### src/rtl/spi_pkg.sv
// Shared types for the SPI sample path: frame layout, receiver states and
// the sign-magnitude to two's-complement conversion.
package spi_pkg;

  localparam int SAMPLE_BITS = 11;

  typedef struct packed {
    logic                   sign;
    logic [SAMPLE_BITS-2:0] mag;
  } sample_sm_t;

  typedef enum logic [1:0] {
    WAIT_IDLE = 2'd0,
    IDLE      = 2'd1,
    SHIFT     = 2'd2,
    HOLD      = 2'd3
  } spi_rx_state_t;

  // Negating a zero magnitude yields zero, so negative zero folds to 0.
  function automatic logic [SAMPLE_BITS:0] sm_to_tc(input sample_sm_t s);
    logic [SAMPLE_BITS:0] m;
    m = {2'b00, s.mag};
    return s.sign ? (~m + 1'b1) : m;
  endfunction

endpackage

### src/rtl/spi_sample_rx_fifo.sv
// Small synchronous frame FIFO with occupancy count and a registered
// overflow pulse; a push into a full FIFO succeeds only alongside a pop.
module sample_fifo #(
  parameter int WIDTH = 11,
  parameter int DEPTH = 4
) (
  input  logic                     clk,
  input  logic                     reset,
  input  logic                     push_i,
  input  logic [WIDTH-1:0]         data_i,
  input  logic                     pop_i,
  output logic [WIDTH-1:0]         data_o,
  output logic                     valid_o,
  output logic [$clog2(DEPTH):0]   count_o,
  output logic                     overflow_o
);

  localparam int AW = $clog2(DEPTH);

  logic [WIDTH-1:0] mem_q [DEPTH];
  logic [AW-1:0]    wr_q;
  logic [AW-1:0]    rd_q;
  logic [AW:0]      count_q;
  logic             overflow_q;
  logic             full;
  logic             empty;
  logic             do_push;
  logic             do_pop;

  assign full    = (count_q == (AW+1)'(DEPTH));
  assign empty   = (count_q == '0);
  assign do_pop  = pop_i && !empty;
  assign do_push = push_i && (!full || do_pop);

  always_ff @(posedge clk or posedge reset) begin
    if (reset) begin
      for (int i = 0; i < DEPTH; i++) mem_q[i] <= '0;
      wr_q       <= '0;
      rd_q       <= '0;
      count_q    <= '0;
      overflow_q <= 1'b0;
    end else begin
      if (do_push) begin
        mem_q[wr_q] <= data_i;
        wr_q        <= wr_q + AW'(1);
      end
      if (do_pop) rd_q <= rd_q + AW'(1);
      if (do_push && !do_pop)      count_q <= count_q + (AW+1)'(1);
      else if (do_pop && !do_push) count_q <= count_q - (AW+1)'(1);
      overflow_q <= push_i && !do_push;
    end
  end

  assign data_o     = mem_q[rd_q];
  assign valid_o    = !empty;
  assign count_o    = count_q;
  assign overflow_o = overflow_q;

endmodule

### src/rtl/spi_sample_rx.sv
// SPI slave receiver: oversampled sclk/ncs/din, MSB-first frame assembly,
// frame FIFO and sign-magnitude / two's-complement presentation.
module spi_sample_rx
  import spi_pkg::*;
#(
  parameter int FRAME_BITS  = SAMPLE_BITS,
  parameter int FIFO_DEPTH  = 4,
  parameter int SYNC_STAGES = 2
) (
  input  logic                          clk,
  input  logic                          reset,
  input  logic                          sclk_in,
  input  logic                          ncs_in,
  input  logic                          din_in,
  input  logic                          out_ready,
  output logic                          out_valid,
  output logic [FRAME_BITS-1:0]         out_sm,
  output logic [FRAME_BITS:0]           out_tc,
  output logic                          frame_err,
  output logic                          overflow,
  output logic [$clog2(FIFO_DEPTH):0]   fifo_count,
  output spi_rx_state_t                 dbg_state_o
);

  // Handshake: a frame leaves the FIFO on a clk edge where out_valid && out_ready;
  // out_sm/out_tc are held stable while out_valid && !out_ready.

  localparam int CW = $clog2(FRAME_BITS + 1);

  logic [SYNC_STAGES-1:0] sclk_sync_q;
  logic [SYNC_STAGES-1:0] ncs_sync_q;
  logic [SYNC_STAGES-1:0] din_sync_q;
  logic                   sclk_prev_q;
  logic                   ncs_prev_q;
  logic                   sclk_s;
  logic                   ncs_s;
  logic                   din_s;
  logic                   sclk_rise;
  logic                   ncs_rise;
  logic                   ncs_fall;

  always_ff @(posedge clk or posedge reset) begin
    if (reset) begin
      sclk_sync_q <= '0;
      ncs_sync_q  <= '0;
      din_sync_q  <= '0;
      sclk_prev_q <= 1'b0;
      ncs_prev_q  <= 1'b0;
    end else begin
      sclk_sync_q <= {sclk_sync_q[SYNC_STAGES-2:0], sclk_in};
      ncs_sync_q  <= {ncs_sync_q[SYNC_STAGES-2:0], ncs_in};
      din_sync_q  <= {din_sync_q[SYNC_STAGES-2:0], din_in};
      sclk_prev_q <= sclk_s;
      ncs_prev_q  <= ncs_s;
    end
  end

  assign sclk_s = sclk_sync_q[SYNC_STAGES-1];
  assign ncs_s  = ncs_sync_q[SYNC_STAGES-1];
  assign din_s  = din_sync_q[SYNC_STAGES-1];
  // sclk edges only count while chip select is low; an ncs rise therefore beats a coincident sclk rise.
  assign sclk_rise = sclk_s && !sclk_prev_q && !ncs_s;
  assign ncs_rise  = ncs_s && !ncs_prev_q;
  assign ncs_fall  = !ncs_s && ncs_prev_q;

  spi_rx_state_t         state_q, state_d;
  logic [CW-1:0]         cnt_q, cnt_d;
  logic [FRAME_BITS-1:0] shift_q, shift_d;
  logic                  err_seen_q, err_seen_d;
  logic                  frame_err_q, frame_err_d;
  logic                  push;

  always_ff @(posedge clk or posedge reset) begin
    if (reset) begin
      state_q     <= WAIT_IDLE;
      cnt_q       <= '0;
      shift_q     <= '0;
      err_seen_q  <= 1'b0;
      frame_err_q <= 1'b0;
    end else begin
      state_q     <= state_d;
      cnt_q       <= cnt_d;
      shift_q     <= shift_d;
      err_seen_q  <= err_seen_d;
      frame_err_q <= frame_err_d;
    end
  end

  always_comb begin
    state_d     = state_q;
    cnt_d       = cnt_q;
    shift_d     = shift_q;
    err_seen_d  = err_seen_q;
    frame_err_d = 1'b0;
    push        = 1'b0;
    case (state_q)
      WAIT_IDLE: if (ncs_s) state_d = IDLE;
      IDLE: begin
        if (ncs_fall) begin
          state_d    = SHIFT;
          cnt_d      = '0;
          shift_d    = '0;
          err_seen_d = 1'b0;
        end
      end
      SHIFT: begin
        if (cnt_q == CW'(FRAME_BITS)) begin
          push = 1'b1;
          if (ncs_rise) begin
            state_d = IDLE;
          end else begin
            state_d = HOLD;
            if (sclk_rise) begin
              frame_err_d = 1'b1;
              err_seen_d  = 1'b1;
            end
          end
        end else if (ncs_rise) begin
          frame_err_d = 1'b1;
          state_d     = IDLE;
        end else if (sclk_rise) begin
          shift_d = {shift_q[FRAME_BITS-2:0], din_s};
          cnt_d   = cnt_q + CW'(1);
        end
      end
      HOLD: begin
        if (ncs_rise) begin
          state_d = IDLE;
        end else if (sclk_rise && !err_seen_q) begin
          frame_err_d = 1'b1;
          err_seen_d  = 1'b1;
        end
      end
      default: state_d = WAIT_IDLE;
    endcase
  end

  sample_fifo #(
    .WIDTH (FRAME_BITS),
    .DEPTH (FIFO_DEPTH)
  ) u_fifo (
    .clk        (clk),
    .reset      (reset),
    .push_i     (push),
    .data_i     (shift_q),
    .pop_i      (out_ready),
    .data_o     (out_sm),
    .valid_o    (out_valid),
    .count_o    (fifo_count),
    .overflow_o (overflow)
  );

  generate
    if (FRAME_BITS == SAMPLE_BITS) begin : g_tc_pkg
      assign out_tc = sm_to_tc(sample_sm_t'(out_sm));
    end else begin : g_tc_generic
      logic [FRAME_BITS:0] mag_ext;
      assign mag_ext = {2'b00, out_sm[FRAME_BITS-2:0]};
      assign out_tc  = out_sm[FRAME_BITS-1] ? (~mag_ext + 1'b1) : mag_ext;
    end
  endgenerate

  assign frame_err   = frame_err_q;
  assign dbg_state_o = state_q;

endmodule

### config.mk
export PLATFORM = sky130hd
export DESIGN_NAME = spi_sample_rx
export DESIGN_NICKNAME = d
export VERILOG_FILES = /design/src/rtl/spi_pkg.sv /design/src/rtl/spi_sample_rx_fifo.sv /design/src/rtl/spi_sample_rx.sv
export SDC_FILE = /design/constraint.sdc
export NUM_CORES = 1
export LEC_CHECK = 0
export ABC_AREA = 1
export CAP_MARGIN = 5
export CELL_PAD_IN_SITES_DETAIL_PLACEMENT = 0
export CELL_PAD_IN_SITES_GLOBAL_PLACEMENT = 1
export CORE_ASPECT_RATIO = 0.75
export CORE_MARGIN = 8
export CORE_UTILIZATION = 45
export DETAILED_ROUTE_END_ITERATION = 12
export GPL_TIMING_DRIVEN = 0
export HOLD_SLACK_MARGIN = 0.05
export PLACE_DENSITY = 0.78
export SLEW_MARGIN = 20
export SYNTH_ARGS = -nofsm -noshare
export SYNTH_HDL_FRONTEND = slang
export SYNTH_SLANG_ARGS = --single-unit
export TNS_END_PERCENT = 20
### constraint.sdc
create_clock -name clk -period 5.4 [get_ports clk]
set_clock_uncertainty 0.15 [all_clocks]
set_input_delay 0.54 -clock clk [delete_from_list [all_inputs] [get_ports clk]]
set_output_delay 0.54 -clock clk [all_outputs]
set_load 0.05 [all_outputs]
# ---- Yosys cells after proc, flatten, opt, wreduce, memory -nomap -nowiden
# Cells that the tools add are included.
# Widths: inputs -> output; s select.
dict set report classes {
  n_mul 0
  div 0
  shift 0
  add_sub_neg 6
  reduce_logical 28
  muxes 41
  magnitude_cmp 3
  bitwise 3
  eq_ne 13
}
# op count
set op_table {}
lappend op_table {{$mux 11} 7}
lappend op_table {{$bwmux 44} 1}
lappend op_table {{$bmux 11 s2} 1}
lappend op_table {{$demux 11 s2} 1}
lappend op_table {{$pmux 11 s2} 1}
lappend op_table {{$mux 4} 4}
lappend op_table {{$ne 2x2->1 const B} 8}
lappend op_table {{$mux 1} 14}
lappend op_table {{$add 12x1->12 const B} 1}
lappend op_table {{$mux 12} 1}
lappend op_table {{$not 10->12} 1}
lappend op_table {{$logic_and 1x1->1} 11}
lappend op_table {{$mux 2} 5}
lappend op_table {{$logic_not 1->1} 8}
lappend op_table {{$pmux 2 s4} 1}
lappend op_table {{$pmux 4 s2} 1}
lappend op_table {{$reduce_and 7->1} 1}
lappend op_table {{$ge 3x3->1 const B} 2}
lappend op_table {{$mux 3} 2}
lappend op_table {{$not 2->3} 2}
lappend op_table {{$reduce_and 5->1} 1}
lappend op_table {{$add 2x1->2 const B} 2}
lappend op_table {{$add 4x1->4 const B} 1}
lappend op_table {{$eq 2x2->1 const B} 2}
lappend op_table {{14 further kinds} 15}
dict set report totals {
  rom_bits 0
  n_memories 0
  latchBits 0
  output_inout_bits 31
  input_bits 6
  ff_bits 79
  ram_bits 0
  wordCells 112
}

# ---- Depth between registers and ports, before layout
dict set report logic_depth {
  ltp_word 9
  mapped_depth 14
  depth_no_buf 13
}

# ---- Hierarchy
# A second synthesis with hierarchy kept.
dict set report unflattened {
  cells_unflattened 491
  area_unflattened_um2 4031.4
}
# mod area_each_um2 cells_per_inst n_inst seq_area_each_um2
set modules_own_cells {}
lappend modules_own_cells {sample_fifo 2586.2 309 1 1301.2}
lappend modules_own_cells {spi_sample_rx 1445.1 182 1 675.6}

# ---- Least setup slack after synthesis
# No wires, ideal clock.
dict set report synth_timing {
  path_kind {register -> output}
  start {reg u_fifo.rd_q[0]}
  end {out out_tc[11]}
  required_ns 4.710
  arrival_ns 2.459
  n_path_buf 2
  path_stages_with_launch 10
  setup_slack_ns 2.251
  cell_sequence {dfrtp_1 > buf_4 > inv_2 > buf_2 > nand2_1 > nand3_1 > nand2_1 > inv_1 > nor2_1 > o21ai_0}
}
dict set report synth_via {
  elab_chain_cells 7
}
# element line_no
set synth_rtl {}
lappend synth_rtl {{start, declared} spi_sample_rx_fifo.sv:22} ;# logic [AW-1:0] rd_q;
lappend synth_rtl {{start signal, assigned} spi_sample_rx_fifo.sv:47} ;# if (do_pop) rd_q <= rd_q + AW'(1);
lappend synth_rtl {{$not 2->3 (not written as such)} spi_sample_rx_fifo.sv:54} ;# assign data_o = mem_q[rd_q];
lappend synth_rtl {{$bmux 11 s2} spi_sample_rx_fifo.sv:54}
lappend synth_rtl {{$mux 11 (not written as such) (2 in a row)} spi_sample_rx_fifo.sv:54}
lappend synth_rtl {{via out_sm[9]} spi_sample_rx.sv:17} ;# output logic [FRAME_BITS-1:0] out_sm,
lappend synth_rtl {{$not 10->12} spi_pkg.sv:23} ;# return s.sign ? (~m + 1'b1) : m;
lappend synth_rtl {{$add 12x1->12} spi_pkg.sv:23}
lappend synth_rtl {{$mux 12} spi_pkg.sv:23}
lappend synth_rtl {{end, declared} spi_sample_rx.sv:18} ;# output logic [FRAME_BITS:0] out_tc,
# The timed path passes the listed nets, and every way through them passes these cells. The select of a mux whose other input is x is not followed.

# ---- Worst setup path in the final report
dict set report layout_timing {
  start {reg u_fifo.rd_q[1]}
  end {out out_tc[8]}
}
dict set report layout_via {
  elab_chain_cells 7
}
# element line_no
set layout_rtl {}
lappend layout_rtl {{$not 2->3 (not written as such) *} spi_sample_rx_fifo.sv:54}
lappend layout_rtl {{$bmux 11 s2 *} spi_sample_rx_fifo.sv:54}
lappend layout_rtl {{$mux 11 (not written as such) * (2 in a row)} spi_sample_rx_fifo.sv:54}
lappend layout_rtl {{$not 10->12} spi_pkg.sv:23}
lappend layout_rtl {{$add 12x1->12} spi_pkg.sv:23}
lappend layout_rtl {{$mux 12 *} spi_pkg.sv:23}
# Every way passes the cells marked *; elsewhere a longest branch is shown, timed or not. The select of a mux whose other input is x is not followed.

==> flow_summary_export.csv <==
group,metric,value,unit
cts,clock-sinks,79,
yosys,netlist_instances,457,
sta,tightest_slew,513,ps
hold_path,hold_class,"reg2reg",
cts,cts_hold_buf,0,
power,intPower,1620,uW
setup_path,crit_fanout,10,
power,pwr-share-seq,22.2,%
die,die_h,96.9,um
routing,dr_total_vias,3137,
die,core-area,8450,um2
yosys,synth_top_cell_by_area,"dfrtp_1",
hold_path,whs_endpoint,"din_sync_q[1]",
cts,insertion_delay,340,ps
power,power,3110,uW
yosys,ys_seq_elements,79,
routing,drt_iter0_markers,203,
sta,post-route-period-util,66.3,%
power,p_comb_share,55.1,%
layout,drive_gt1_share,10.4,%
hold_path,worstHoldStart,"din_sync_q[0]",
setup_path,ff2ff_path_depth,14,
placed_design,gp_congestion,0.804,
sta,hold_ws,198,ps
routing,postRouteAntennaNets,0,
power,p_sw,1490,uW
setup_path,worstPathArrival,2890,ps
grt,grt_pass1_vias,3081,
yosys,synthesis.nets,471,
layout,insertedDiodeCount,0,
cts,path_clk_slew,60,ps
cts,root_buffer,"clkbuf_16",
setup_path,path_class,"reg2out",
sta,setup_viol,0,
run,drv_cap,0,
routing,drc,0,
cts,h-tree-depth,3,
die,initial_core_util,46.5,%
setup_path,cp-start-kind,"flip-flop",
grt,grt_max_degree,42,
setup_path,worstReg2RegEnd,"u_fifo.count_o[2]",
cts,cts_setup_buffers,0,
cts,cts_tree,"yes",
layout,layout.nets,519,
sta,fmaxAchievable,279,MHz
setup_path,crit_path_end_kind,"primary output",
die,pin_count,37,
routing,drtPass1Iterations,4,
grt,grt_antenna_before_repair,0,
die,die_w,124,um
sta,worst_slew_margin_rel,65.7,%
yosys,ys_types,35,
yosys,synth_top_area_share,50.3,%
routing,wl_per_cell,15.0,um
setup_path,worstReg2RegStart,"cnt_q[0]",
yosys,yosysSeqAreaShare,50.3,%
grt,grt_usage,16.7,%
sta,fin_crit,3580,ps
sta,hold_viol,0,
die,die-area,12000,um2
hold_path,hold_path_depth,0,
yosys,yosys-top-cells-area,"dfrtp_1 (50%), nand2_1 (14%), o21a_1 (5.4%), inv_1 (4.3%), nand3_1 (3.7%)",
cts,cts_resized,0,
cts,clock_path_buffers,2,
power,switching_share,47.9,%
yosys,ys_warn_count,0,
power,vdd_drop_max,0.867,mV
status,status,"complete, no violations",
layout,layout_common_cells,"nand2_1 (151), dfrtp_1 (79), inv_1 (44), clkdlybuf4s50_1 (36)",
power,power_density,648,nW/um2
die,rows,29,
sta,rsz0062_at_grt,"false",
layout,final_common_cell,"nand2_1",
layout,areaGrowthSynthToFinish,21.9,%
layout,fin_cells,618,
placed_design,io_buffers,36,
grt,grt_pass1_wl,15900,um
sta,slew_violations,0,
routing,wirelength,9300,um
yosys,syn_area,3930,um2
setup_path,rrSetupSlack,2770,ps
cts,numCtsBuffers,9,
placed_design,dp_hpwl,6740,um
yosys,avgSynthCellArea,8.60,um2
power,power_leakage,0.00236,uW
placed_design,place_inst,602,
routing,vias_per_cell,5.08,
grt,overflow,0,
setup_path,cp.required,4710,ps
power,clkPwrFrac,22.6,%
sta,tns,0,ps
per-stage QoR:
step | utilization (%) | cell area, um2 | worst slack (ps)
6_report | 56.7 | 4790 | 1820
4_1_cts | 56.7 | 4790 | 1830
2_1_floorplan | - | 3930 | 2250
3_5_place_dp | 52.6 | 4450 | 2210
3_3_place_gp | 52.3 | 4420 | 1390
5_1_grt | 56.7 | 4790 | 1600
routing by layer:
metal | vias up | wire, um | track usage (%)
met2 | 57 | 4010 | 23.4
li1 | 1556 | - | -
met5 | - | 0 | 0
met1 | 1520 | 4710 | 24.4
met3 | 4 | 525 | 5.05
met4 | 0 | 55 | 4.11
registers in the layout, indices dropped and copies added, names as in the netlist:
signal / flops
u_fifo.overflow_o: 1
ncs_sync_q: 2
frame_err: 1
sclk_prev_q: 1
dbg_state_o: 2
sclk_sync_q: 2
u_fifo.rd_q: 2
ncs_prev_q: 1
u_fifo.count_o: 3
cnt_q: 4
shift_q: 11
u_fifo.mem_q: 44
u_fifo.wr_q: 2
err_seen_q: 1
din_sync_q: 2
synth_stat cells:
cell / number
fa_1: 1
nor2_4: 2
mux2_2: 1
clkinv_1: 1
xnor2_1: 1
buf_6: 4
inv_1: 45
nand4_1: 1
o22ai_1: 6
nand2_2: 3
nand2_1: 151
a31oi_1: 2
nor3_4: 1
a21oi_1: 7
dfrtp_1: 79
o21ai_2: 1
o21ai_1: 5
nor3_1: 5
nand2_4: 1
nor2_8: 3
xor2_1: 7
ha_1: 7
o31ai_1: 1
nand3_1: 29
nor2_1: 14
o21a_1: 28
inv_2: 3
buf_4: 4
o21ai_0: 29
nand3_2: 1
and2_1: 1
buf_8: 1
nand3b_1: 1
nor2_2: 3
buf_2: 8
worst max-delay path, stage by stage, from the launching register on:
cell	delay, ps
dfrtp_1	400
inv_1	80
buf_2	250
nand3_1	110
nand2_1	150
ha_1	190
nand2_1	90
nor2_1	200
nand3_1	100
nand2_1	70
nand2_1	50
nand2_1	50
clkdlybuf4s50_1	800
power by group through the flow:
stage,clock network (uW),registers (uW),logic (uW)
final,702,690,1710
after detailed placement,0,699,1720
after CTS,715,689,1730
after floorplan,0,763,1130
after global placement,0,699,1710
after global routing,741,697,1850
cell families (layout without fill, tap and decap cells):
group           after synthesis  count (layout)  synth area share (%)
mux                           1               1                 0.287
compound gates               79              79                  12.3
simple gates                216             216                  24.6
xor+xnor                      8               8                  1.78
buf+inv                      66             119                  7.99
fa+ha+maj                     8               8                  2.74
flops                        79              79                  50.3
worst max-delay path by stage:
stage | start | endpoint | depth (start not counted)
floorplan | u_fifo.rd_q[0] | out_tc[11] | 9
global placement | reset | u_fifo.mem_q[40] | 2
detailed placement | u_fifo.rd_q[1] | out_tc[8] | 12
CTS | u_fifo.rd_q[1] | out_tc[8] | 12
global route | u_fifo.rd_q[1] | out_tc[8] | 12
finish | u_fifo.rd_q[1] | out_tc[8] | 12
cell type report:
class,count,area [um2]
Timing Repair Buffer,37,380
Tap cell,108,135
Clock inverter,6,115
Inverter,49,186
Multi-Input combinational cell,312,1640
Buffer,17,130
Fill cell,789,3660
Clock buffer,10,229
Sequential cell,79,1980
No activity file was read; power rests on OpenSTA's default activity.
